--- src/rtl/table_phaseerrors_arbiter_pkg.sv ---
// Shared widths and packed types for the phase-error table and its arbiter.
package pam_table_pkg;
  localparam int ANGLE_W     = 9;
  localparam int PHASE_W     = 9;
  localparam int PHI_ERR_W   = 9;
  localparam int VAL_ENGLE_W = 10;
  localparam int TBL_ADDR_W  = PHASE_W + ANGLE_W;

  // Table address layout: {phase_acum_mod, input_angles}
  typedef struct packed {
    logic [PHASE_W-1:0] phase;
    logic [ANGLE_W-1:0] angle;
  } tbl_addr_t;
endpackage

--- src/rtl/table_phaseerrors_arbiter_if.sv ---
// Channel-side and table-side bus of the phase-error table arbiter.
interface table_phaseerrors_arbiter_if
  import pam_table_pkg::*;
#(parameter int N_CH = 4);
  logic                          hold;
  logic [N_CH-1:0]               req;
  logic [N_CH*ANGLE_W-1:0]       req_angle;
  logic [N_CH*PHASE_W-1:0]       req_phase;
  logic [N_CH-1:0]               gnt;
  logic [ANGLE_W-1:0]            tbl_input_angles;
  logic [PHASE_W-1:0]            tbl_phase_acum_mod;
  logic [PHI_ERR_W-1:0]          tbl_phi_error;
  logic [VAL_ENGLE_W-1:0]        tbl_val_engle;
  logic [N_CH-1:0]               rsp_valid;
  logic [N_CH*PHI_ERR_W-1:0]     rsp_phi_error;
  logic [N_CH*VAL_ENGLE_W-1:0]   rsp_val_engle;

  modport slave (
    input  hold, req, req_angle, req_phase, tbl_phi_error, tbl_val_engle,
    output gnt, tbl_input_angles, tbl_phase_acum_mod,
           rsp_valid, rsp_phi_error, rsp_val_engle
  );

  modport master (
    output hold, req, req_angle, req_phase, tbl_phi_error, tbl_val_engle,
    input  gnt, tbl_input_angles, tbl_phase_acum_mod,
           rsp_valid, rsp_phi_error, rsp_val_engle
  );
endinterface

--- src/rtl/table_phaseerrors_arbiter_rr_arbiter.sv ---
// Round-robin priority picker: first requester at or after ptr_i, wrapping.
module rr_arbiter #(
  parameter int N  = 4,
  parameter int IW = (N > 1) ? $clog2(N) : 1
) (
  input  logic [N-1:0]  req_i,
  input  logic [IW-1:0] ptr_i,
  output logic [N-1:0]  gnt_o,
  output logic [IW-1:0] idx_o,
  output logic          any_o
);
  logic [IW:0] pos;

  always_comb begin
    gnt_o = '0;
    idx_o = '0;
    any_o = 1'b0;
    pos   = '0;
    for (int k = 0; k < N; k++) begin
      // ptr_i < N, so one conditional subtract is enough for the modulo
      pos = {1'b0, ptr_i} + (IW+1)'(k);
      if (pos >= (IW+1)'(N)) pos = pos - (IW+1)'(N);
      if (!any_o && req_i[pos[IW-1:0]]) begin
        any_o                 = 1'b1;
        gnt_o[pos[IW-1:0]]    = 1'b1;
        idx_o                 = pos[IW-1:0];
      end
    end
  end
endmodule

--- src/rtl/table_phaseerrors_arbiter.sv ---
// Shares one registered phase-error table among N_CH channels: round-robin
// grant, tag tracking through the table latency, per-channel result demux.
module table_phaseerrors_arbiter
  import pam_table_pkg::*;
#(
  parameter int N_CH      = 4,
  parameter int TABLE_LAT = 1
) (
  input  logic                        clk,
  input  logic                        reset_n,
  table_phaseerrors_arbiter_if.slave  bus
);
  localparam int IDX_W = (N_CH > 1) ? $clog2(N_CH) : 1;

  logic [IDX_W-1:0]                       rr_ptr_q, rr_ptr_d, win_idx;
  logic [N_CH-1:0]                        arb_gnt;
  logic                                   arb_any, grant;
  tbl_addr_t                              addr_q, win_addr;
  logic [TABLE_LAT-1:0]                   vld_pipe_q;
  logic [TABLE_LAT-1:0][IDX_W-1:0]        idx_pipe_q;
  logic [IDX_W-1:0]                       rsp_idx;
  logic [N_CH-1:0]                        rsp_valid_q;
  logic [N_CH-1:0][PHI_ERR_W-1:0]         rsp_phi_q;
  logic [N_CH-1:0][VAL_ENGLE_W-1:0]       rsp_val_q;

  rr_arbiter #(.N(N_CH), .IW(IDX_W)) u_rr (
    .req_i (bus.req & {N_CH{~bus.hold}}),
    .ptr_i (rr_ptr_q),
    .gnt_o (arb_gnt),
    .idx_o (win_idx),
    .any_o (arb_any)
  );

  assign grant   = arb_any & reset_n;
  assign bus.gnt = arb_gnt & {N_CH{reset_n}};

  assign win_addr.phase = bus.req_phase[win_idx*PHASE_W +: PHASE_W];
  assign win_addr.angle = bus.req_angle[win_idx*ANGLE_W +: ANGLE_W];

  // Idle cycles replay the last winner so the table address stays quiet
  assign {bus.tbl_phase_acum_mod, bus.tbl_input_angles} = grant ? win_addr : addr_q;

  assign rr_ptr_d = (win_idx == IDX_W'(N_CH-1)) ? '0 : win_idx + 1'b1;
  assign rsp_idx  = idx_pipe_q[TABLE_LAT-1];

  always_ff @(posedge clk or negedge reset_n) begin
    if (!reset_n) begin
      rr_ptr_q    <= '0;
      addr_q      <= '0;
      vld_pipe_q  <= '0;
      idx_pipe_q  <= '0;
      rsp_valid_q <= '0;
      rsp_phi_q   <= '0;
      rsp_val_q   <= '0;
    end else begin
      if (grant) begin
        rr_ptr_q <= rr_ptr_d;
        addr_q   <= win_addr;
      end
      vld_pipe_q[0] <= grant;
      idx_pipe_q[0] <= win_idx;
      for (int s = 1; s < TABLE_LAT; s++) begin
        vld_pipe_q[s] <= vld_pipe_q[s-1];
        idx_pipe_q[s] <= idx_pipe_q[s-1];
      end
      rsp_valid_q <= '0;
      if (vld_pipe_q[TABLE_LAT-1]) begin
        rsp_valid_q[rsp_idx] <= 1'b1;
        rsp_phi_q[rsp_idx]   <= bus.tbl_phi_error;
        rsp_val_q[rsp_idx]   <= bus.tbl_val_engle;
      end
    end
  end

  assign bus.rsp_valid     = rsp_valid_q;
  assign bus.rsp_phi_error = rsp_phi_q;
  assign bus.rsp_val_engle = rsp_val_q;
endmodule
--- src/flat_wrapper.sv ---
// flat-port wrapper written by rule: the top's interface ports become plain ports
module table_phaseerrors_arbiter_flat import pam_table_pkg::*;
#(
  parameter int N_CH      = 4,
  parameter int TABLE_LAT = 1
)
  (clk, reset_n, bus_hold, bus_req, bus_req_angle, bus_req_phase, bus_tbl_phi_error, bus_tbl_val_engle, bus_gnt, bus_tbl_input_angles, bus_tbl_phase_acum_mod, bus_rsp_valid, bus_rsp_phi_error, bus_rsp_val_engle);
  table_phaseerrors_arbiter_if #(.N_CH(N_CH)) bus_i ();
  input  logic clk;
  input  logic reset_n;
  input wire logic [$bits(bus_i.hold)-1:0] bus_hold;
  input wire logic [$bits(bus_i.req)-1:0] bus_req;
  input wire logic [$bits(bus_i.req_angle)-1:0] bus_req_angle;
  input wire logic [$bits(bus_i.req_phase)-1:0] bus_req_phase;
  input wire logic [$bits(bus_i.tbl_phi_error)-1:0] bus_tbl_phi_error;
  input wire logic [$bits(bus_i.tbl_val_engle)-1:0] bus_tbl_val_engle;
  output wire logic [$bits(bus_i.gnt)-1:0] bus_gnt;
  output wire logic [$bits(bus_i.tbl_input_angles)-1:0] bus_tbl_input_angles;
  output wire logic [$bits(bus_i.tbl_phase_acum_mod)-1:0] bus_tbl_phase_acum_mod;
  output wire logic [$bits(bus_i.rsp_valid)-1:0] bus_rsp_valid;
  output wire logic [$bits(bus_i.rsp_phi_error)-1:0] bus_rsp_phi_error;
  output wire logic [$bits(bus_i.rsp_val_engle)-1:0] bus_rsp_val_engle;
  assign bus_i.hold = bus_hold;
  assign bus_i.req = bus_req;
  assign bus_i.req_angle = bus_req_angle;
  assign bus_i.req_phase = bus_req_phase;
  assign bus_i.tbl_phi_error = bus_tbl_phi_error;
  assign bus_i.tbl_val_engle = bus_tbl_val_engle;
  assign bus_gnt = bus_i.gnt;
  assign bus_tbl_input_angles = bus_i.tbl_input_angles;
  assign bus_tbl_phase_acum_mod = bus_i.tbl_phase_acum_mod;
  assign bus_rsp_valid = bus_i.rsp_valid;
  assign bus_rsp_phi_error = bus_i.rsp_phi_error;
  assign bus_rsp_val_engle = bus_i.rsp_val_engle;
  table_phaseerrors_arbiter #(.N_CH(N_CH), .TABLE_LAT(TABLE_LAT)) u_core (.clk(clk), .reset_n(reset_n), .bus(bus_i));
endmodule
--- config.mk ---
export PLATFORM = sky130hd
export DESIGN_NAME = table_phaseerrors_arbiter_flat
export DESIGN_NICKNAME = d
export VERILOG_FILES = /design/src/rtl/table_phaseerrors_arbiter_pkg.sv /design/src/rtl/table_phaseerrors_arbiter_if.sv /design/src/rtl/table_phaseerrors_arbiter_rr_arbiter.sv /design/src/rtl/table_phaseerrors_arbiter.sv /design/src/flat_wrapper.sv
export SDC_FILE = /design/constraint.sdc
export NUM_CORES = 1
export LEC_CHECK = 0
export ABC_AREA = 1
export CORE_MARGIN = 1
export CORE_UTILIZATION = 35
export DETAILED_ROUTE_END_ITERATION = 12
export HOLD_SLACK_MARGIN = 0.06
export PLACE_DENSITY = 0.68
export SETUP_SLACK_MARGIN = 0.2
export SYNTH_ARGS = -nofsm -noshare
export SYNTH_HDL_FRONTEND = slang
export SYNTH_HIERARCHICAL = 1
export SYNTH_SLANG_ARGS = --single-unit
--- constraint.sdc ---
create_clock -name clk -period 7.3 [get_ports clk]
set_input_delay 2.19 -clock clk [delete_from_list [all_inputs] [get_ports clk]]
set_output_delay 2.19 -clock clk [all_outputs]
set_load 0.05 [all_outputs]
==> qor.txt <==
Post-synthesis adder-cell area fraction - 1.46%
Port Buf Inserts - 199
FF-to-FF End - u_core/addr_q[10]
Antenna cells - 0
Worst Path Max Fanout - 39
Hold Path Origin - u_core/addr_q[0]
Largest family of logic cells by synthesized area - simple AND/OR/NAND/NOR gates
Post-synth EDFFs - 0
Routability cong. - 0.921
Largest net degree at the start of global routing - 79
Worst r2r src - u_core/rr_ptr_q[0]
Synth cell types - 24
Fillers - 1363
Outcome - finished clean
Cell with the most instances after synthesis - nand2_1
Worst EP arrival - 4.64 ns
Die area - 15200 um^2
DRC viols - 0
Antenna-violating nets left - 0
Least-Margin Pin Slew - 0.969 ns
Setup violations, final - 0
RSZ-0062 raised after global routing - no
Overall routing resource usage - 18.2%
Maximum clock frequency - 146 MHz
Clk slew on worst S/H paths - 0.07 ns
Post-synthesis sequential area ratio - 50.1%
Cell count after synthesis - 666
Synth Area in Compound Gates - 8.81%
Avg Cell Area, Syn - 7.72 um^2
Multi-input logic area - 1880 um^2
Tcrit/Tclk final - 93.6%
CP startpoint kind - input port
Tightest Hold Check Type - flop to flop
Clk root buf - clkbuf_16
Post-route clock skew - 0.00549 ns
DRT iter0 DRCs - 343
# clock sinks - 103
Final Max Tran Viols - 0
Relative slew slack - 35.4%
Synth area leaders - dfrtp_1, nand2_1, inv_1, o21ai_0, nand3_1
Core ar. - 14100 um^2
Fraction of layout cells with a size suffix above 1 - 7.11%
Clock latency on the worst-skew pair - 0.35 ns
Final WL - 13400 um
Reg area - 2580 um^2
Setup_tns - 0 ns
Area share of the largest cell type after synthesis - 50.1%
Syn_nets - 770
Placed wire-length estimate - 9490 um
Antenna violations before repair - 0
R2R depth - 14
Setup CP Type - input port to output pin
H-tree depth - 3
Clock buffer depth - 2
Synthesis Warnings - 6
TritonCTS clock tree - yes
Net count, final - 957
Worst Hold End - u_core/addr_q[0]
Routed vias - 4727
Hold Crit Depth - 2
Final Util - 52.9%
FP Rows - 43
DRT Pass-1 Iters - 5
Hold Vio Cnt, Final - 0
TritonCTS buffer count - 9
Mapped Area - 5140 um^2
Xor/xnor share of the synthesized area - 0%
Chip Width - 123 um
Chip height - 123 um
Simple-gate portion of the synthesized area - 26.3%
Minimum clock period - 6.83 ns
Layout area overhead - 45.0%
Max-cap viol count - 0
Initial core utilization - 36.5%
Total grt overflow - 0
Post-synth top cells - nand2_1, inv_1, dfrtp_1
Cell taking the most area after synthesis - dfrtp_1
Ports - 200
Multiplexer share of the synthesized area - 0%
Critical Path End Type - output pin
Setup slack, reg-to-reg - 4.48 ns
First-pass GRT wire length - 21500 um
Top_reg_cell synth - dfrtp_1
Vias in the first global route - 4346
Seq cells post-synth - 103
CP required - 5.11 ns
CTS Hold Bufs - 0
Async set-or-reset flop fraction in the synthesized netlist - 100%
WL/cell - 12.9 um
Vias per inst - 4.55
==> worst max-delay path by stage <==
| stage | startpoint | to | slack, ns | depth (start not counted) |
|---|---|---|---|---|
| floorplan | bus_req[3] | bus_tbl_input_angles[6] | 1.14 | 17 |
| global placement | bus_hold | bus_tbl_input_angles[8] | 0.50 | 16 |
| detailed placement | bus_hold | bus_tbl_phase_acum_mod[1] | 0.46 | 16 |
| CTS | bus_hold | bus_tbl_phase_acum_mod[1] | 0.43 | 16 |
| global route | bus_req[3] | bus_tbl_phase_acum_mod[6] | 0.25 | 18 |
| finish | bus_hold | bus_tbl_phase_acum_mod[1] | 0.47 | 16 |
==> cells by family after synthesis <==
group | Yosys count
flops | 103
compound gates | 88
buf+inv | 148
simple gates | 321
fa+ha+maj | 6
==> per-stage QoR <==
step / hold WS, ns / area [um^2] / cells / setup slack, ns
detailed placement: 0.464 / 7120 / 1022 / 0.460
finish: 0.477 / 7450 / 1038 / 0.469
floorplan: 0.610 / 5140 / 666 / 1.14
CTS: 0.484 / 7450 / 1038 / 0.427
global placement: 0.462 / 7120 / 1022 / 0.502
global route: 0.507 / 7450 / 1038 / 0.254
==> what timing repair did <==
action                     CTS  global route
buffers inserted             0             0
setup endpoints to repair    0            14
gates resized for setup      0             3
==> critical path, stage by stage <==
cell             delay (ns)
clkdlybuf4s50_1        0.51
nor2_1                 0.08
inv_1                  0.05
nand2_1                0.09
nand3_4                0.15
nand2_4                0.07
nor2_1                 0.28
a21oi_1                0.12
nand3_1                0.19
buf_6                  0.30
nand2_1                0.09
nand3_1                0.08
nand2_1                0.05
nand2_1                0.05
nand2_1                0.11
buf_4                  0.21
==> flip-flops by register name (all words and copies together) (netlist names) <==
register / flops
u_core/bus.rsp_phi_error: 36
u_core/vld_pipe_q: 1
u_core/rr_ptr_q: 2
u_core/bus.rsp_valid: 4
u_core/idx_pipe_q: 2
u_core/bus.rsp_val_engle: 40
u_core/addr_q: 18
==> layer usage <==
metal	global-route usage (%)	wire length (um)	vias to the layer above	share of wire [%]
li1	-	-	2409	-
met1	24.5	6080	2109	45
met2	28.1	6100	200	45
met3	4.43	1060	9	7.9
met4	6.78	167	0	1.2
met5	0	0	-	0
==> placed cells by master (no fill, tap or decap) <==
cell type        synthesis  routed
inv_1                  114     114
clkinv_8                 0       1
clkinv_4                 0       1
ha_1                     6       6
nand3_1                 54      54
clkdlybuf4s50_1          0     179
nor2_4                   1       1
dfrtp_1                103     103
a21boi_0                 4       4
bufinv_16                0       1
o21ai_1                 13      13
nand2_4                  1       1
o31ai_1                  1       1
clkbuf_16                0       9
inv_4                    0       1
buf_6                    9       1
nand3_2                  1       1
buf_4                    2      27
clkbuf_8                 0       1
nand4_1                  7       7
nand2_2                 10      10
inv_6                    0       1
o21ai_0                 63      63
inv_2                    3       2
nor2_1                   5       5
a21oi_1                  7       7
nand2_1                241     241
inv_8                    0       2
nand3_4                  1       1
==> layout make-up <==
class | instances | share of cell area [%]
Sequential cell | 103 | 34.6
Inverter | 117 | 5.93
Clock inverter | 6 | 1.16
Timing Repair Buffer | 207 | 26.9
Clock buffer | 10 | 3.21
Multi-Input combinational cell | 415 | 25.2
Tap cell | 180 | 3.02
Power is left out: the tool's default activity adds up to more than one toggle a clock period on the data nets, which glitch-free logic cannot reach.
